## src/rtl/udp_pkg.sv

```systemverilog
// Shared definitions for the UDP receive path: FSM states, header sizes
// and the protocol constants matched against incoming frames.
package udp_pkg;

  typedef enum logic [2:0] {
    IDLE,
    PREAMBLE,
    ETH_HDR,
    IP_HDR,
    UDP_HDR,
    PAYLOAD,
    DROP
  } rx_state_t;

  localparam logic [15:0] ETH_HDR_LEN    = 16'd14;
  localparam logic [15:0] IP_HDR_LEN     = 16'd20;
  localparam logic [15:0] UDP_HDR_LEN    = 16'd8;
  localparam logic [15:0] ETHERTYPE_IPV4 = 16'h0800;
  localparam logic [7:0]  IP_VER_IHL     = 8'h45;
  localparam logic [7:0]  IP_PROTO_UDP   = 8'h11;
  localparam logic [7:0]  PREAMBLE_BYTE  = 8'h55;
  localparam logic [7:0]  SFD_BYTE       = 8'hD5;
  localparam logic [15:0] MIN_PREAMBLE   = 16'd6;
  localparam logic [47:0] BCAST_MAC      = 48'hFFFF_FFFF_FFFF;

endpackage

```

## src/rtl/udp_rx_word_pack.sv

```systemverilog
// Packs payload bytes big-endian into 32-bit words; a short final word
// carries a left-aligned keep mask with the unused lanes zeroed.
module udp_rx_word_pack (
  input  logic        clk,
  input  logic        reset,
  input  logic        clr,
  input  logic        byte_vld,
  input  logic [7:0]  byte_in,
  input  logic        byte_last,
  output logic [31:0] word,
  output logic        word_vld,
  output logic [3:0]  word_keep,
  output logic        word_last
);

  logic [31:0] acc_p0;
  logic [1:0]  idx_p0;
  logic [31:0] merged;

  assign merged = acc_p0 | ({byte_in, 24'h000000} >> {idx_p0, 3'b000});

  // p0 -> p1: word completes on the 4th byte or on the frame's last byte
  always_ff @(posedge clk) begin
    if (reset) begin
      acc_p0    <= '0;
      idx_p0    <= '0;
      word      <= '0;
      word_vld  <= 1'b0;
      word_keep <= '0;
      word_last <= 1'b0;
    end else begin
      word_vld <= 1'b0;
      if (clr) begin
        acc_p0 <= '0;
        idx_p0 <= '0;
      end else if (byte_vld) begin
        if (byte_last || idx_p0 == 2'd3) begin
          word      <= merged;
          word_vld  <= 1'b1;
          word_keep <= ~(4'b0111 >> idx_p0);
          word_last <= byte_last;
          acc_p0    <= '0;
          idx_p0    <= '0;
        end else begin
          acc_p0 <= merged;
          idx_p0 <= idx_p0 + 2'd1;
        end
      end
    end
  end

endmodule

```

## src/rtl/udp_rx_unpack.sv

```systemverilog
// GMII receiver that filters Ethernet/IPv4/UDP headers for this station
// and delivers the UDP payload as 32-bit words with keep/last.
module udp_rx_unpack
  import udp_pkg::*;
#(
  parameter logic [47:0] LOCAL_MAC  = 48'h00_0A_35_01_FE_C0,
  parameter logic [31:0] LOCAL_IP   = 32'hC0_A8_00_02,
  parameter logic [15:0] LOCAL_PORT = 16'd8080
) (
  input  logic        e_rxc,
  input  logic        reset,
  input  logic        e_rxdv,
  input  logic        e_rxer,
  input  logic [7:0]  e_rxd,
  output logic [31:0] rx_data,
  output logic        rx_data_valid,
  output logic [3:0]  rx_data_keep,
  output logic        rx_data_last,
  output logic [15:0] rx_total_length,
  output logic [15:0] rx_data_length,
  output logic        data_received,
  output logic        rx_frame_err
);

  function automatic logic [15:0] sat_inc(input logic [15:0] v);
    return (v == 16'hFFFF) ? v : v + 16'd1;
  endfunction

  rx_state_t   state, state_nxt;
  logic [15:0] cnt, cnt_nxt;
  logic [15:0] total_len_nxt, data_len_nxt;
  logic        done_nxt, err_nxt;
  logic        pk_vld, pk_last, pk_clr;
  logic        abort;
  logic        rxdv_p1;
  logic [47:0] hdr_p1;

  // Only a rising e_rxdv may start a frame, so a reset mid-frame drops the remainder.
  assign abort = (state inside {ETH_HDR, IP_HDR, UDP_HDR, PAYLOAD}) && (!e_rxdv || e_rxer);

  always_comb begin
    state_nxt     = state;
    cnt_nxt       = cnt;
    total_len_nxt = rx_total_length;
    data_len_nxt  = rx_data_length;
    done_nxt      = 1'b0;
    err_nxt       = 1'b0;
    pk_vld        = 1'b0;
    pk_last       = 1'b0;
    pk_clr        = (state != PAYLOAD);
    if (abort) begin
      err_nxt   = 1'b1;
      state_nxt = e_rxdv ? DROP : IDLE;
    end else begin
      case (state)
        IDLE: begin
          if (e_rxdv) begin
            if (!rxdv_p1 && e_rxd == PREAMBLE_BYTE) begin
              state_nxt = PREAMBLE;
              cnt_nxt   = 16'd1;
            end else begin
              state_nxt = DROP;
            end
          end
        end
        PREAMBLE: begin
          if (!e_rxdv) begin
            state_nxt = IDLE;
          end else if (e_rxd == PREAMBLE_BYTE) begin
            cnt_nxt = sat_inc(cnt);
          end else if (e_rxd == SFD_BYTE && cnt >= MIN_PREAMBLE) begin
            state_nxt = ETH_HDR;
            cnt_nxt   = '0;
          end else begin
            state_nxt = DROP;
          end
        end
        ETH_HDR: begin
          cnt_nxt = sat_inc(cnt);
          // At byte 6 the shift register holds the full destination MAC.
          if (cnt == 16'd6 && hdr_p1 != LOCAL_MAC && hdr_p1 != BCAST_MAC) begin
            state_nxt = DROP;
          end else if (cnt == ETH_HDR_LEN - 16'd1) begin
            if ({hdr_p1[7:0], e_rxd} != ETHERTYPE_IPV4) begin
              state_nxt = DROP;
            end else begin
              state_nxt = IP_HDR;
              cnt_nxt   = '0;
            end
          end
        end
        IP_HDR: begin
          cnt_nxt = sat_inc(cnt);
          if (cnt == 16'd0 && e_rxd != IP_VER_IHL) begin
            state_nxt = DROP;
          end else if (cnt == 16'd3) begin
            total_len_nxt = {hdr_p1[7:0], e_rxd};
          end else if (cnt == 16'd9 && e_rxd != IP_PROTO_UDP) begin
            state_nxt = DROP;
          end else if (cnt == IP_HDR_LEN - 16'd1) begin
            if ({hdr_p1[23:0], e_rxd} != LOCAL_IP) begin
              state_nxt = DROP;
            end else begin
              state_nxt = UDP_HDR;
              cnt_nxt   = '0;
            end
          end
        end
        UDP_HDR: begin
          cnt_nxt = sat_inc(cnt);
          if (cnt == 16'd3 && {hdr_p1[7:0], e_rxd} != LOCAL_PORT) begin
            state_nxt = DROP;
          end else if (cnt == UDP_HDR_LEN - 16'd1) begin
            // UDP length sits two bytes behind the checksum byte being sampled.
            if (hdr_p1[23:8] < UDP_HDR_LEN) begin
              state_nxt = DROP;
            end else begin
              data_len_nxt = hdr_p1[23:8] - UDP_HDR_LEN;
              cnt_nxt      = '0;
              if (hdr_p1[23:8] == UDP_HDR_LEN) begin
                done_nxt  = 1'b1;
                state_nxt = DROP;
              end else begin
                state_nxt = PAYLOAD;
              end
            end
          end
        end
        PAYLOAD: begin
          pk_vld  = 1'b1;
          pk_last = ({1'b0, cnt} + 17'd1 == {1'b0, rx_data_length});
          cnt_nxt = sat_inc(cnt);
          if (pk_last) begin
            done_nxt  = 1'b1;
            state_nxt = DROP;
          end
        end
        DROP: begin
          if (!e_rxdv) state_nxt = IDLE;
        end
        default: state_nxt = IDLE;
      endcase
    end
  end

  // p0 -> p1: control state and status outputs
  always_ff @(posedge e_rxc) begin
    if (reset) begin
      state           <= IDLE;
      cnt             <= '0;
      rx_total_length <= '0;
      rx_data_length  <= '0;
      data_received   <= 1'b0;
      rx_frame_err    <= 1'b0;
    end else begin
      state           <= state_nxt;
      cnt             <= cnt_nxt;
      rx_total_length <= total_len_nxt;
      rx_data_length  <= data_len_nxt;
      data_received   <= done_nxt;
      rx_frame_err    <= err_nxt;
    end
  end

  always_ff @(posedge e_rxc) begin
    rxdv_p1 <= e_rxdv;
    if (e_rxdv) hdr_p1 <= {hdr_p1[39:0], e_rxd};
  end

  udp_rx_word_pack u_pack (
    .clk       (e_rxc),
    .reset     (reset),
    .clr       (pk_clr),
    .byte_vld  (pk_vld),
    .byte_in   (e_rxd),
    .byte_last (pk_last),
    .word      (rx_data),
    .word_vld  (rx_data_valid),
    .word_keep (rx_data_keep),
    .word_last (rx_data_last)
  );

endmodule
```

## config.mk

```make
export PLATFORM = sky130hd
export DESIGN_NAME = udp_rx_unpack
export DESIGN_NICKNAME = d
export VERILOG_FILES = /design/src/rtl/udp_pkg.sv /design/src/rtl/udp_rx_word_pack.sv /design/src/rtl/udp_rx_unpack.sv
export SDC_FILE = /design/constraint.sdc
export NUM_CORES = 1
export LEC_CHECK = 0
export BUFFER_PORTS_ARGS = -buffer_cell sky130_fd_sc_hd__buf_2
export CAP_MARGIN = 15
export CORE_ASPECT_RATIO = 1.4
export CORE_MARGIN = 5
export CORE_UTILIZATION = 40
export CTS_CLUSTER_SIZE = 28
export DETAILED_ROUTE_END_ITERATION = 6
export GPL_TIMING_DRIVEN = 0
export HOLD_SLACK_MARGIN = 0.02
export PLACE_DENSITY = 0.67
export SKIP_CTS_REPAIR_TIMING = 1
export SLEW_MARGIN = 0
export SYNTH_ARGS = -nofsm -noshare
export SYNTH_HDL_FRONTEND = slang
export SYNTH_HIERARCHICAL = 1
export SYNTH_SLANG_ARGS = --single-unit
```

## constraint.sdc

```tcl
create_clock -name e_rxc -period 9.1 [get_ports e_rxc]
set_input_delay 0.91 -clock e_rxc [delete_from_list [all_inputs] [get_ports e_rxc]]
set_output_delay 0.91 -clock e_rxc [all_outputs]
set_load 0.05 [all_outputs]
```

# == Yosys cells after proc, flatten, opt, wreduce, memory -nomap -nowiden ==
# Cells that the tools add are included.
# classes
add_sub_neg,4
mul,0
n_div,0
order_cmp,2
n_eq_ne,38
shift,2
mux,54
bitwise_logic,8
n_reduce_logical,24
# ops
op,count
$mux W16,17
$pmux W16 S6,1
$mux W3,18
$eq A16 B4 Y1 const B,3
$ne A48 B36 Y1 const B,1
$ne A48 B48 Y1 const B,1
$eq A16 B3 Y1 const B,2
$mux W32,1
$ne A32 B32 Y1 const B,1
$or A32 B32 Y32,1
$shr A32 B5 Y32,1
$pmux W3 S7,1
$add A16 B1 Y17 const B,1
$eq A17 B16 Y1,1
$add A16 B1 Y16 const B,1
$eq A16 B16 Y1 const B,1
$eq A16 B2 Y1 const B,1
$eq A16 B5 Y1 const B,1
$ge A16 B3 Y1 const B,1
$logic_not A16 Y1,1
$lt A16 B4 Y1 const B,1
$ne A16 B12 Y1 const B,1
$ne A16 B13 Y1 const B,1
$sub A16 B4 Y16 const B,1
34 further kinds,72
# totals
register_bits,174
latch_bits,0
ram_bits,0
romBits,0
inputBits,12
out_inout_bits,72
wordCells,146
mem_count,0

# == Logic depth before layout (Yosys ltp) ==
# Gate-level depths: netlist of run 1.
# depth
ltp_word,8
mapped_depth,16
depth_no_buf,11

# == By module ==
# Netlist of run 1, hierarchy kept.
# by_module_without_submodules
module,n_inst,cells_each,area_per_inst_um2
udp_rx_unpack,1,607,5616.6
udp_rx_word_pack,1,296,2738.9

# == Worst setup path before layout of run 1 ==
# No wires, ideal clock.
# synth_timing
kind,input to register
start,input port e_rxd[7]
end,register cnt[10]
setup_ns,0.135
t_arrival_ns,2.998
setup_slack_ns,5.968
cell_stages,9
path_buffers,2
path_cell_list,or4b_1 -> or4_1 -> a21oi_1 -> a21oi_1 -> or2_1 -> buf_2 -> buf_6 -> a21oi_1 -> nor3_2
# synth_via
elab_chain_cells,7
elab_cells_between_ends,27
# synth_lines
item,line,source
start: declaration,udp_rx_unpack.sv:14,"input logic [7:0] e_rxd,"
$ne A32 B32 Y1,udp_rx_unpack.sv:101,"if ({hdr_p1[23:0], e_rxd} != LOCAL_IP) begin"
$mux W16,udp_rx_unpack.sv:101,
$mux W16,udp_rx_unpack.sv:100,end else if (cnt == IP_HDR_LEN - 16'd1) begin
$mux W16,udp_rx_unpack.sv:98,end else if (cnt == 16'd9 && e_rxd != IP_PROTO_UDP) begin
$mux W16,udp_rx_unpack.sv:96,end else if (cnt == 16'd3) begin
$mux W16,udp_rx_unpack.sv:94,if (cnt == 16'd0 && e_rxd != IP_VER_IHL) begin
$pmux W16 S6,udp_rx_unpack.sv:55,case (state)
end signal: assignment,udp_rx_unpack.sv:157,cnt <= cnt_nxt;
end: declaration,udp_rx_unpack.sv:30,"logic [15:0] cnt, cnt_nxt;"
# Several ways; a longest one is shown, not always the timed one. The select of a mux whose other input is x is not followed.
# A chain may end at the register's enable or synchronous reset.

# == Worst setup path after layout of run 1 ==
# layout_timing
start,register cnt[1]
end,register u_pack.word[19]
# layout_via
elab_chain_cells,6
# layout_lines
item,line,source
$add A16 B1 Y17,udp_rx_unpack.sv:131,"pk_last = ({1'b0, cnt} + 17'd1 == {1'b0, rx_data_length});"
$eq A17 B16 Y1,udp_rx_unpack.sv:131,
$mux W1,udp_rx_unpack.sv:55,
$mux W1,udp_rx_unpack.sv:51,if (abort) begin
via pk_last,udp_rx_unpack.sv:33,"logic pk_vld, pk_last, pk_clr;"
$logic_or A1 B1 Y1,udp_rx_word_pack.sv:37,if (byte_last || idx_p0 == 2'd3) begin
$reduce_and A3 Y1 (no source line),-,
end signal: assignment,udp_rx_word_pack.sv:38,word <= merged;
end: declaration,udp_rx_word_pack.sv:10,"output logic [31:0] word,"
# The timed path passes the listed nets, and every way through them passes these cells.

==> qor.yml, run 1 <==
global_route:
  antenna_found_initial: 0
  grt-ovfl-total: 0
  grt_max_degree: 51
  grt_usage_pct: 20.3
  grt_pass1_vias: 7460
  grt_pass1_wl_um: 39600
worst_setup_path:
  rrSetupSlack_ps: 4600
  crit_slowest_cell: "a2111oi_0"
  worstSetupPathType: "reg -> reg"
  crit_arrival_ps: 4800
  rr_worst_depth: 12
  start_kind: "flop"
  slowest_delay_ps: 760
  required_ps: 9400
  cp-startpoint: "cnt[1]"
  crit_chain: "buf_2 > nand2_1 > or3_1 > a2111oi_0 > o2111ai_1 > nor3_1 > nand4b_1 > nor2_1 > o21ai_1 > clkbuf_1 > a2111oi_0 > nor3_1"
  crit_path_end_kind: "flop"
  critical_path.endpoint: "u_pack/word[19]"
  rr_endpoint: "u_pack/word[19]"
  r2r-start: "cnt[1]"
  worstPathMaxFanout: 10
synth:
  synth_fp_nets: 923
  yosysMostFrequentCell: "dfxtp_1"
  synth_common_cells: "dfxtp_1 (126), a21oi_1 (106), nand2_1 (80)"
  ys_types: 83
  ys.flop_type: "dfxtp_1"
  yosysWarnings: 6
  synth_edf_count: 48
  ys_ff_latch: 174
  synth_top_area_share_pct: 30.2
  synth_area_per_cell_um2: 9.25
  post-synth-top-area-cell: "dfxtp_1"
  yosysSeqAreaShare_pct: 47.4
  async_flop_share_pct: 0
  synth_area_leaders: "dfxtp_1 (30%), edfxtp_1 (17%), a21oi_1 (6.3%)"
  netlist_instances: 903
  syn_area_um2: 8360
placed_design:
  globalplace.congestion: 0.911
  numPortBuffers: 83
  dp_hpwl_um: 17700
  dp_worst_setup_slack_ps: 4740
  dp.cells: 1242
layout:
  n_antenna_cell: 0
  stdcell_count: 1274
  drive_gt1_share_pct: 18.2
  finish.net_count: 1025
  fill_cells: 1952
  syn2layout_area_growth_pct: 15.9
power_and_ir_drop:
  power_leakage_nw: 3.39
  swShare_pct: 27.8
  ir_drop_mv: 0.142
  p_clk_share_pct: 40.7
  p_total_mw: 1.80
  power-per-cell-area_nw_per_um2: 186
  p_int_mw: 1.30
  power_switching_uw: 500
  combPwrFrac_pct: 12.5
  seq_power_share_pct: 46.8
sta:
  clock_skew_ps: 7.67
  tightest_slew_ps: 1130
  hold_viol: 0
  drv_slew: 0
  relSlewSlack_pct: 24.8
  grt_setup_unrepaired: "no"
  min_period_ps: 4500
  max_freq_mhz: 222
  setup_violations: 0
  fin_setup_tns_ps: 0
  fin_ws_ps: 4600
  finalCritPeriodShare_pct: 49.5
run_status:
  status: "finished clean"
clock_network:
  clk_pin_slew_ps: 70
  cts_tree: "yes"
  clk_latency_ps: 430
  clockBufferDepth: 2
  clockRootBuffer: "clkbuf_16"
  cts_buffers: 17
  clkSinkCount: 174
  cts-htree-levels: 4
die:
  dieArea_um2: 23900
  rows: 62
  die_w_um: 132
  io_pins: 84
  coreArea_um2: 20600
  start_util_pct: 40.6
  die_h_um: 181
detailed_routing:
  wl_per_cell_um: 19.5
  first_iter_violations: 579
  wirelength_um: 24800
  avgViaCountPerCell: 5.97
  vias: 7605
  ant_nets: 0
  drtPass1Iterations: 5
  drc_errors: 0
hold_path:
  hold_depth: 2
  min_path_type: "reg -> reg"
flow_run:
  cap_violations: 0
[how the worst min path moves through the flow]
stage	start	slack [ps]	endpoint
after CTS	rx_total_length[13]	450	rx_total_length[13]
final	rx_total_length[2]	450	rx_total_length[2]
after floorplan	hdr_p1[17]	420	hdr_p1[25]
after global routing	hdr_p1[33]	470	hdr_p1[41]
after detailed placement	hdr_p1[26]	440	hdr_p1[34]
after global placement	hdr_p1[17]	430	hdr_p1[25]
[critical path, delay by kind of cell (launching register included)]
family | cells | cell delay, ps
AOI/OAI and AO/OA | 4 | 1870
DFF | 1 | 400
and+or+nand+nor | 6 | 1580
buffers and inverters | 2 | 530
[final cells by class]
class	count	area (µm²)	share of cell area, %
sequential	174	3960	40.9
multi-input combinational	640	3910	40.4
clock buffer	19	464	4.79
timing repair buffer	83	415	4.29
buffer	72	414	4.28
tap	256	320	3.31
clock inverter	13	128	1.32
inverter	17	63.8	0.659
[sequential cells by signal (all words and copies together), names as in the netlist, 2 cells and up]
name and flops:
u_pack/idx_p0 2, cnt 16, rx_total_length 16, u_pack/acc_p0 32
u_pack/word 32, state 3, hdr_p1 48, u_pack/word_keep 4
rx_data_length 16
[layout by cell type (no fill, tap or decap), types with 17 or more instances in the layout]
cell and n:
dfxtp_1 126, a21oi_1 106, clkbuf_1 45, nor3_1 53, xnor2_1 17, inv_1 18
nand3_1 33, clkbuf_16 18, a31oi_1 42, a2111oi_0 33, buf_2 93, o21ai_0 19
nand2_1 80, nor2_1 52, edfxtp_1 48, nand4_1 24
[layer usage]
layer  share of wire, %  GRT usage [%]  vias to the layer above
met2                 50           35.5                      276
li1                   -              -                     3605
met4                2.7           7.95                        0
met3                5.6           3.84                       58
met5                  0              0                        -
met1                 41           24.4                     3666
[cell families after synthesis]
group | Yosys count | share of synthesized area (%)
AO/OA/AOI/OAI | 243 | 18.9
buffers and inverters | 89 | 5.72
XOR/XNOR | 30 | 3.14
multiplexers | 3 | 0.359
AND/OR/NAND/NOR | 356 | 23.2
flip-flops | 174 | 47.4
adder cells (fa/ha/maj) | 8 | 1.20
[power groups by stage]
stage | clock network [mW] | logic (mW) | registers (mW)
floorplan | 0 | 0.153 | 0.856
global placement | 0 | 0.221 | 0.860
detailed placement | 0 | 0.221 | 0.859
CTS | 0.747 | 0.222 | 0.842
global route | 0.781 | 0.244 | 0.845
finish | 0.734 | 0.225 | 0.843
[metrics by stage]
step | instance area, µm² | util (%) | hold slack (ps)
floorplan | 8360 | - | 424
global placement | 9090 | 44.2 | 431
detailed placement | 9090 | 44.2 | 441
CTS | 9680 | 47.1 | 453
global route | 9680 | 47.1 | 473
finish | 9680 | 47.1 | 452
No activity file was read; power rests on OpenSTA's default activity.
==> inputs of run 2 (changes only) <==
--- a/config.mk
+++ b/config.mk
@@ -5,6 +5,7 @@
 export SDC_FILE = /design/constraint.sdc
 export NUM_CORES = 1
 export LEC_CHECK = 0
+export ABC_AREA = 1
 export BUFFER_PORTS_ARGS = -buffer_cell sky130_fd_sc_hd__buf_2
 export CAP_MARGIN = 15
 export CORE_ASPECT_RATIO = 1.4
@@ -14,7 +15,7 @@
 export DETAILED_ROUTE_END_ITERATION = 6
 export GPL_TIMING_DRIVEN = 0
 export HOLD_SLACK_MARGIN = 0.02
-export PLACE_DENSITY = 0.67
+export PLACE_DENSITY = 0.69
 export SKIP_CTS_REPAIR_TIMING = 1
 export SLEW_MARGIN = 0
 export SYNTH_ARGS = -nofsm -noshare
==> constraint.sdc (replaced) <==
create_clock -name e_rxc -period 3.85 [get_ports e_rxc]
set_input_delay 0.385 -clock e_rxc [delete_from_list [all_inputs] [get_ports e_rxc]]
set_output_delay 0.385 -clock e_rxc [all_outputs]
set_load 0.05 [all_outputs]
==> run 2 against run 1 <==
Compared with the run above:
- via count increased by 17%
- total power increased to 2.7 times the previous value
- critical path depth grew 5
- clock skew up 2.5 ps
- routed wire length up 7.7%
- count of clock-buffer cells in the layout rose by 1
==> qor.yml, run 2 <==
layout:
  final_util_pct: 46.3  # -0.80 points
  seqCellArea_um2: 3960  # unchanged
  n_antenna_cell: 0  # unchanged
  final_area_um2: 10700  # +11%
  reg_top3: "hdr_p1: 48 flops, u_pack/acc_p0: 32 flops, u_pack/word: 32 flops"
  drive_gt1_share_pct: 12.3  # -5.8 points
  regMostFlops: "hdr_p1"
  multi_input_area_um2: 4390  # +12%
  fill_cells: 2413  # +24%
  largest_reg_flops: 48  # unchanged
  layout_commonest_cell: "nand2_1"
  mostFrequentLayoutCells: "nand2_1 (332), nor2_1 (248), inv_1 (168)"
  finish.net_count: 1458  # +42%
  syn2layout_area_growth_pct: 15.0
clock_network:
  cts-htree-levels: 4  # unchanged
  cts_buffers: 17  # unchanged
  clk_pin_slew_ps: 70  # about the same
  clockBufferDepth: 2  # unchanged
  clk_latency_ps: 450  # +20 ps
  cts_tree: "yes"
  clkSinkCount: 174  # unchanged
  clockRootBuffer: "clkbuf_16"
sta:
  relSlewSlack_pct: 57.4  # +33 points
  hold_viol: 0  # unchanged
  drv_slew: 0  # unchanged
  tightest_slew_ps: 638  # -489 ps
  max_freq_mhz: 303  # +36%
  setup_violations: 0  # unchanged
  min_period_ps: 3300  # -1200 ps
  fin_setup_tns_ps: 0  # unchanged
  holdWs_ps: 276  # -177 ps
  grt_setup_unrepaired: "no"
  finalCritPeriodShare_pct: 85.7  # +36 points
  clock_skew_ps: 10.2  # +2.52 ps
hold_path:
  min_from: "e_rxd[2]"
  min_path_type: "in -> reg"
  hold_path_end: "hdr_p1[2]"
  hold_depth: 1  # -1
detailed_routing:
  wirelength_um: 26700  # +7.7%
  drtPass1Iterations: 5  # unchanged
  vias: 8884  # +17%
  first_iter_violations: 557  # -3.8%
  drc_errors: 0  # unchanged
  avgViaCountPerCell: 5.06  # -15%
  wl_per_cell_um: 15.2  # -22%
  ant_nets: 0  # unchanged
worst_setup_path:
  required_ps: 4190  # -5210 ps
  crit_arrival_ps: 3640  # -1160 ps
  rr_endpoint: "u_pack/word[28]"
  start_kind: "flop"
  worstSetupPathType: "reg -> reg"
  crit_path_end_kind: "flop"
  rr_worst_depth: 17  # +5
  worstPathMaxFanout: 10  # unchanged
  r2r-start: "cnt[0]"
  rrSetupSlack_ps: 550  # -4050 ps
power_and_ir_drop:
  power-per-cell-area_nw_per_um2: 457  # +150%
  p_total_mw: 4.89  # +170%
  power_leakage_nw: 4.85  # +43%
  ir_drop_mv: 0.298  # +110%
synth:
  synth_common_cells: "nand2_1 (332), nor2_1 (248), inv_1 (168)"
  yosysMostFrequentCell: "nand2_1"
  synth_edf_count: 48  # unchanged
  async_flop_share_pct: 0  # unchanged
  synth_area_per_cell_um2: 6.97  # -25%
  synth_top_area_share_pct: 27.1  # -3.1 points
  synth_area_leaders: "dfxtp_1 (27%), edfxtp_1 (15%), nand2_1 (13%)"
  post-synth-top-area-cell: "dfxtp_1"
  synth_fp_nets: 1355  # +47%
  syn_area_um2: 9310  # +11%
  ys_types: 45  # -46%
  yosysSeqAreaShare_pct: 42.6  # -4.9 points
  netlist_instances: 1335  # +48%
  ys.flop_type: "dfxtp_1"
  yosysWarnings: 6  # unchanged
  ys_ff_latch: 174  # unchanged
global_route:
  grt_pass1_vias: 8598  # +15%
  grt-ovfl-total: 0  # unchanged
  antenna_found_initial: 0  # unchanged
  grt_pass1_wl_um: 43200  # +9.2%
  grt_max_degree: 55  # +7.8%
  grt_usage_pct: 20.4  # +0.13 points
die:
  io_pins: 84  # unchanged
  start_util_pct: 40.3  # -0.37 points
  coreArea_um2: 23100  # +12%
  dieArea_um2: 26500  # +11%
  rows: 66  # +6.5%
  die_h_um: 191  # +5.3%
  die_w_um: 139  # +5.1%
placed_design:
  placed_area_um2: 10100  # +11%
  globalplace.congestion: 0.961  # +5.4%
  dp_hpwl_um: 20600  # +16%
  numPortBuffers: 83  # unchanged
run_status:
  status: "finished clean"
flow_run:
  cap_violations: 0  # unchanged
-- run 2: per-layer routing --
metal  routed length [µm]  track usage [%]  vias up
met3                 1150             3.74       75
li1                     -                -     4491
met5                    0                0        -
met1                10700             22.7     4062
met2                13500             36.5      256
met4                 1370             11.6        0
-- run 2: final cells by class --
type	instances	share of cell area (%)
multi-input combinational	938	41.0
sequential	174	37.0
inverter	177	6.25
clock buffer	20	4.21
timing repair buffer	84	4.07
tap	306	3.58
buffer	46	2.71
clock inverter	12	1.17
-- run 2: cells by family after synthesis --
group,Yosys count,share of synthesized area [%]
xor+xnor,11,1.18
fa+ha+maj,8,1.08
flops,174,42.6
buf+inv,223,10.3
compound gates,162,10.4
simple gates,757,34.5
-- run 2: metrics by stage --
stage / setup WS (ps) / instances
finish: 552 / 1757
global route: 243 / 1757
CTS: 563 / 1756
detailed placement: 581 / 1724
global placement: 638 / 1724
floorplan: 1420 / 1335
-- run 2: report_power, final --
group | total [mW] | switching [mW] | internal, mW
clock network | 1.70 | 0.815 | 0.883
logic | 1.11 | 0.762 | 0.349
registers | 2.08 | 0.104 | 1.98
total | 4.89 | 1.68 | 3.21
-- run 2: worst max-delay path: stages, from the launching register on --
cell and delay (ps):
dfxtp_1 480, ha_1 300, inv_1 100, nor2_1 340
nand3_1 170, nand3_1 110, nand2_1 70, nor2_1 80
nand2_1 60, nor2_1 190, nand4_1 150, a21oi_1 260
inv_1 110, nand2_2 130, nand3_4 160, buf_4 230
nor2_1 180, nor2_1 70
-- run 2: worst max path at each step --
stage / start / end / slack, ps / depth (start not counted)
floorplan: cnt[0] / u_pack/word[21] / 1420 / 17
CTS: cnt[0] / u_pack/word[19] / 560 / 17
finish: cnt[0] / u_pack/word[28] / 550 / 17
global route: cnt[0] / u_pack/word[28] / 240 / 17
global placement: cnt[0] / u_pack/word[28] / 640 / 17
detailed placement: cnt[0] / u_pack/word[19] / 580 / 17
==> inputs of run 3 (changes only) <==
--- a/config.mk
+++ b/config.mk
@@ -8,14 +8,15 @@
 export ABC_AREA = 1
 export BUFFER_PORTS_ARGS = -buffer_cell sky130_fd_sc_hd__buf_2
 export CAP_MARGIN = 15
-export CORE_ASPECT_RATIO = 1.4
-export CORE_MARGIN = 5
+export CORE_ASPECT_RATIO = 0.7
+export CORE_MARGIN = 1
 export CORE_UTILIZATION = 40
 export CTS_CLUSTER_SIZE = 28
 export DETAILED_ROUTE_END_ITERATION = 6
 export GPL_TIMING_DRIVEN = 0
 export HOLD_SLACK_MARGIN = 0.02
 export PLACE_DENSITY = 0.69
+export RECOVER_POWER = 100
 export SKIP_CTS_REPAIR_TIMING = 1
 export SLEW_MARGIN = 0
 export SYNTH_ARGS = -nofsm -noshare
==> run 3 against run 2 <==
Compared with the run above:
- non-clock buffer count stayed put
- combinational power hardly changed
- clock power is 3% lower
- critical endpoint is now u_pack/word[21]
- register-to-register slack worse by 130 ps
- die area is 9.7% lower
- critical path depth stayed put
- largest power group unchanged
- maximum frequency is 3.8% lower
- routed wire length is 1.0% higher
- final cell count is 0.34% higher
==> qor.yml, run 3 (synthesis gave the netlist of run 2 again) <==
layout:
  stdcell_count: 1763  # +0.34%
  fill_cells: 2332  # -3.4%
  syn2layout_area_growth_pct: 12.7
  n_antenna_cell: 0  # unchanged
  regMostFlops: "hdr_p1"
  mostFrequentLayoutCells: "nand2_1 (336), nor2_1 (248), inv_1 (170)"
  drive_gt1_share_pct: 5.38  # -7.0 points
  layout_commonest_cell: "nand2_1"
  largest_reg_flops: 48  # unchanged
  reg_top3: "hdr_p1: 48 flops, u_pack/acc_p0: 32 flops, u_pack/word: 32 flops"
  finish.net_count: 1458  # unchanged
clock_network:
  clk_pin_slew_ps: 70  # about the same
  clockRootBuffer: "clkbuf_16"
  cts-htree-levels: 4  # unchanged
  clkSinkCount: 174  # unchanged
  clockBufferDepth: 2  # unchanged
  clk_latency_ps: 440  # about the same
  cts_buffers: 17  # unchanged
  cts_tree: "yes"
detailed_routing:
  wirelength_um: 27000  # +1.0%
  ant_nets: 0  # unchanged
  drc_errors: 0  # unchanged
  wl_per_cell_um: 15.3  # +0.70%
  vias: 8986  # +1.1%
  first_iter_violations: 980  # +76%
  avgViaCountPerCell: 5.10  # +0.80%
  drtPass1Iterations: 5  # unchanged
global_route:
  grt_usage_pct: 23.2  # +2.8 points
  grt-ovfl-total: 0  # unchanged
  grt_pass1_wl_um: 42300  # -2.2%
  use_met3_pct: 5.17  # +1.4 points
  grt_pass1_vias: 7699  # -10%
  antenna_found_initial: 0  # unchanged
  use_met2_pct: 31.4  # -5.0 points
  grt_max_degree: 55  # unchanged
  use_met1_pct: 36.1  # +13 points
  grt_busiest_layer: "met1"
sta:
  fin_setup_tns_ps: 0  # unchanged
  finalCritPeriodShare_pct: 89.0  # +3.4 points
  max_freq_mhz: 292  # -3.8%
  relSlewSlack_pct: 46.1  # -11 points
  hold_viol: 0  # unchanged
  grt_setup_unrepaired: "no"
  drv_slew: 0  # unchanged
  setup_violations: 0  # unchanged
  min_period_ps: 3430  # +129 ps
  tightest_slew_ps: 808  # +170 ps
  clock_skew_ps: 10.5  # +0.351 ps
worst_setup_path:
  crit_arrival_ps: 3760  # +120 ps
  crit_chain: "ha_1 > inv_1 > nor2_1 > nand3_1 > nand3_1 > nand2_1 > nor2_1 > nand2_1 > nor2_1 > nand4_1 > a21oi_1 > inv_1 > nand2_1 > nand3_4 > clkbuf_1 > nor2_1 > nor2_1"
  rrSetupSlack_ps: 420  # -130 ps
  crit_slowest_cell: "dfxtp_1"
  crit_path_end_kind: "flop"
  required_ps: 4180  # about the same
  rr_worst_depth: 17  # unchanged
  rr_endpoint: "u_pack/word[21]"
  critPathBufInv: 3  # unchanged
  r2r-start: "cnt[0]"
  cp_common_cell: "nor2_1"
  crit_family: "simple AND/OR/NAND/NOR gates"
  slowest_delay_ps: 490  # about the same
  worstPathMaxFanout: 10  # unchanged
  worstSetupPathType: "reg -> reg"
  start_kind: "flop"
hold_path:
  hold_depth: 1  # unchanged
  hold_path_end: "hdr_p1[4]"
  min_from: "e_rxd[4]"
  min_path_type: "in -> reg"
die:
  coreArea_um2: 22700  # -1.7%
  dieArea_um2: 23900  # -9.7%
  rows: 46  # -30%
  die_h_um: 130  # -32%
  die_w_um: 184  # +33%
  io_pins: 84  # unchanged
  start_util_pct: 41.0  # +0.69 points
placed_design:
  numPortBuffers: 83  # unchanged
  dp.cells: 1730  # +0.35%
  globalplace.congestion: 0.934  # -2.8%
  dp_hpwl_um: 20600  # about the same
run_status:
  status: "finished clean"
power_and_ir_drop:
  power_leakage_nw: 4.44  # -8.5%
  ir_drop_mv: 0.374  # +25%
  power-per-cell-area_nw_per_um2: 461  # +0.91%
flow_run:
  cap_violations: 0  # unchanged
run 3: changes by cell type in the layout (fill, tap and decap cells not counted), sizes merged:
cell,delta
buf,-92
clkbuf,+91
clkinv,-2
clkinvlp,+4
inv,-1
run 3: layout make-up:
class,instances,area (µm²),area share [%]
buffer,46,251,2.40
multi-input combinational,938,4350,41.4
inverter,177,669,6.38
timing repair buffer,84,334,3.18
clock buffer,19,433,4.12
sequential,174,3960,37.8
tap,312,390,3.72
clock inverter,13,105,1.00
run 3: worst reg2reg max path: cells and delay by family (launching register included):
family | cells | cell delay [ps]
AND/OR/NAND/NOR | 12 | 1840
AO/OA/AOI/OAI | 1 | 240
flip-flops | 1 | 490
buffers and inverters | 3 | 450
adder cells (fa/ha/maj) | 1 | 290
run 3: where the power goes:
group | leakage (nW) | internal [mW] | switching, mW
clock network | 0.255 | 0.840 | 0.813
logic | 2.69 | 0.328 | 0.769
registers | 1.49 | 1.98 | 0.111
run 3: through the flow:
stage	hold WS (ps)	util [%]	setup WS (ps)	total power, mW	area, µm²
2_1_floorplan	413	-	1420	2.92	9310
3_3_place_gp	431	44.5	736	3.21	10100
5_1_grt	352	46.2	194	5.08	10500
4_1_cts	248	46.9	613	4.86	10700
3_5_place_dp	440	44.5	640	3.23	10100
6_report	355	46.2	423	4.84	10500
run 3: worst max-delay path by stage:
stage | startpoint | end | slack, ps | cells past startpoint
2_1_floorplan | cnt[0] | u_pack/word[21] | 1420 | 17
3_3_place_gp | cnt[0] | u_pack/word[21] | 740 | 17
3_5_place_dp | cnt[0] | u_pack/word[21] | 640 | 17
4_1_cts | cnt[0] | u_pack/word[21] | 610 | 17
5_1_grt | cnt[0] | u_pack/word[31] | 190 | 18
6_report | cnt[0] | u_pack/word[21] | 420 | 17
run 3: metal layers:
metal,vias up,part of all wire [%]
li1,4485,-
met1,4172,52
met2,300,40
met3,29,7.4
met4,0,1.2
met5,-,0
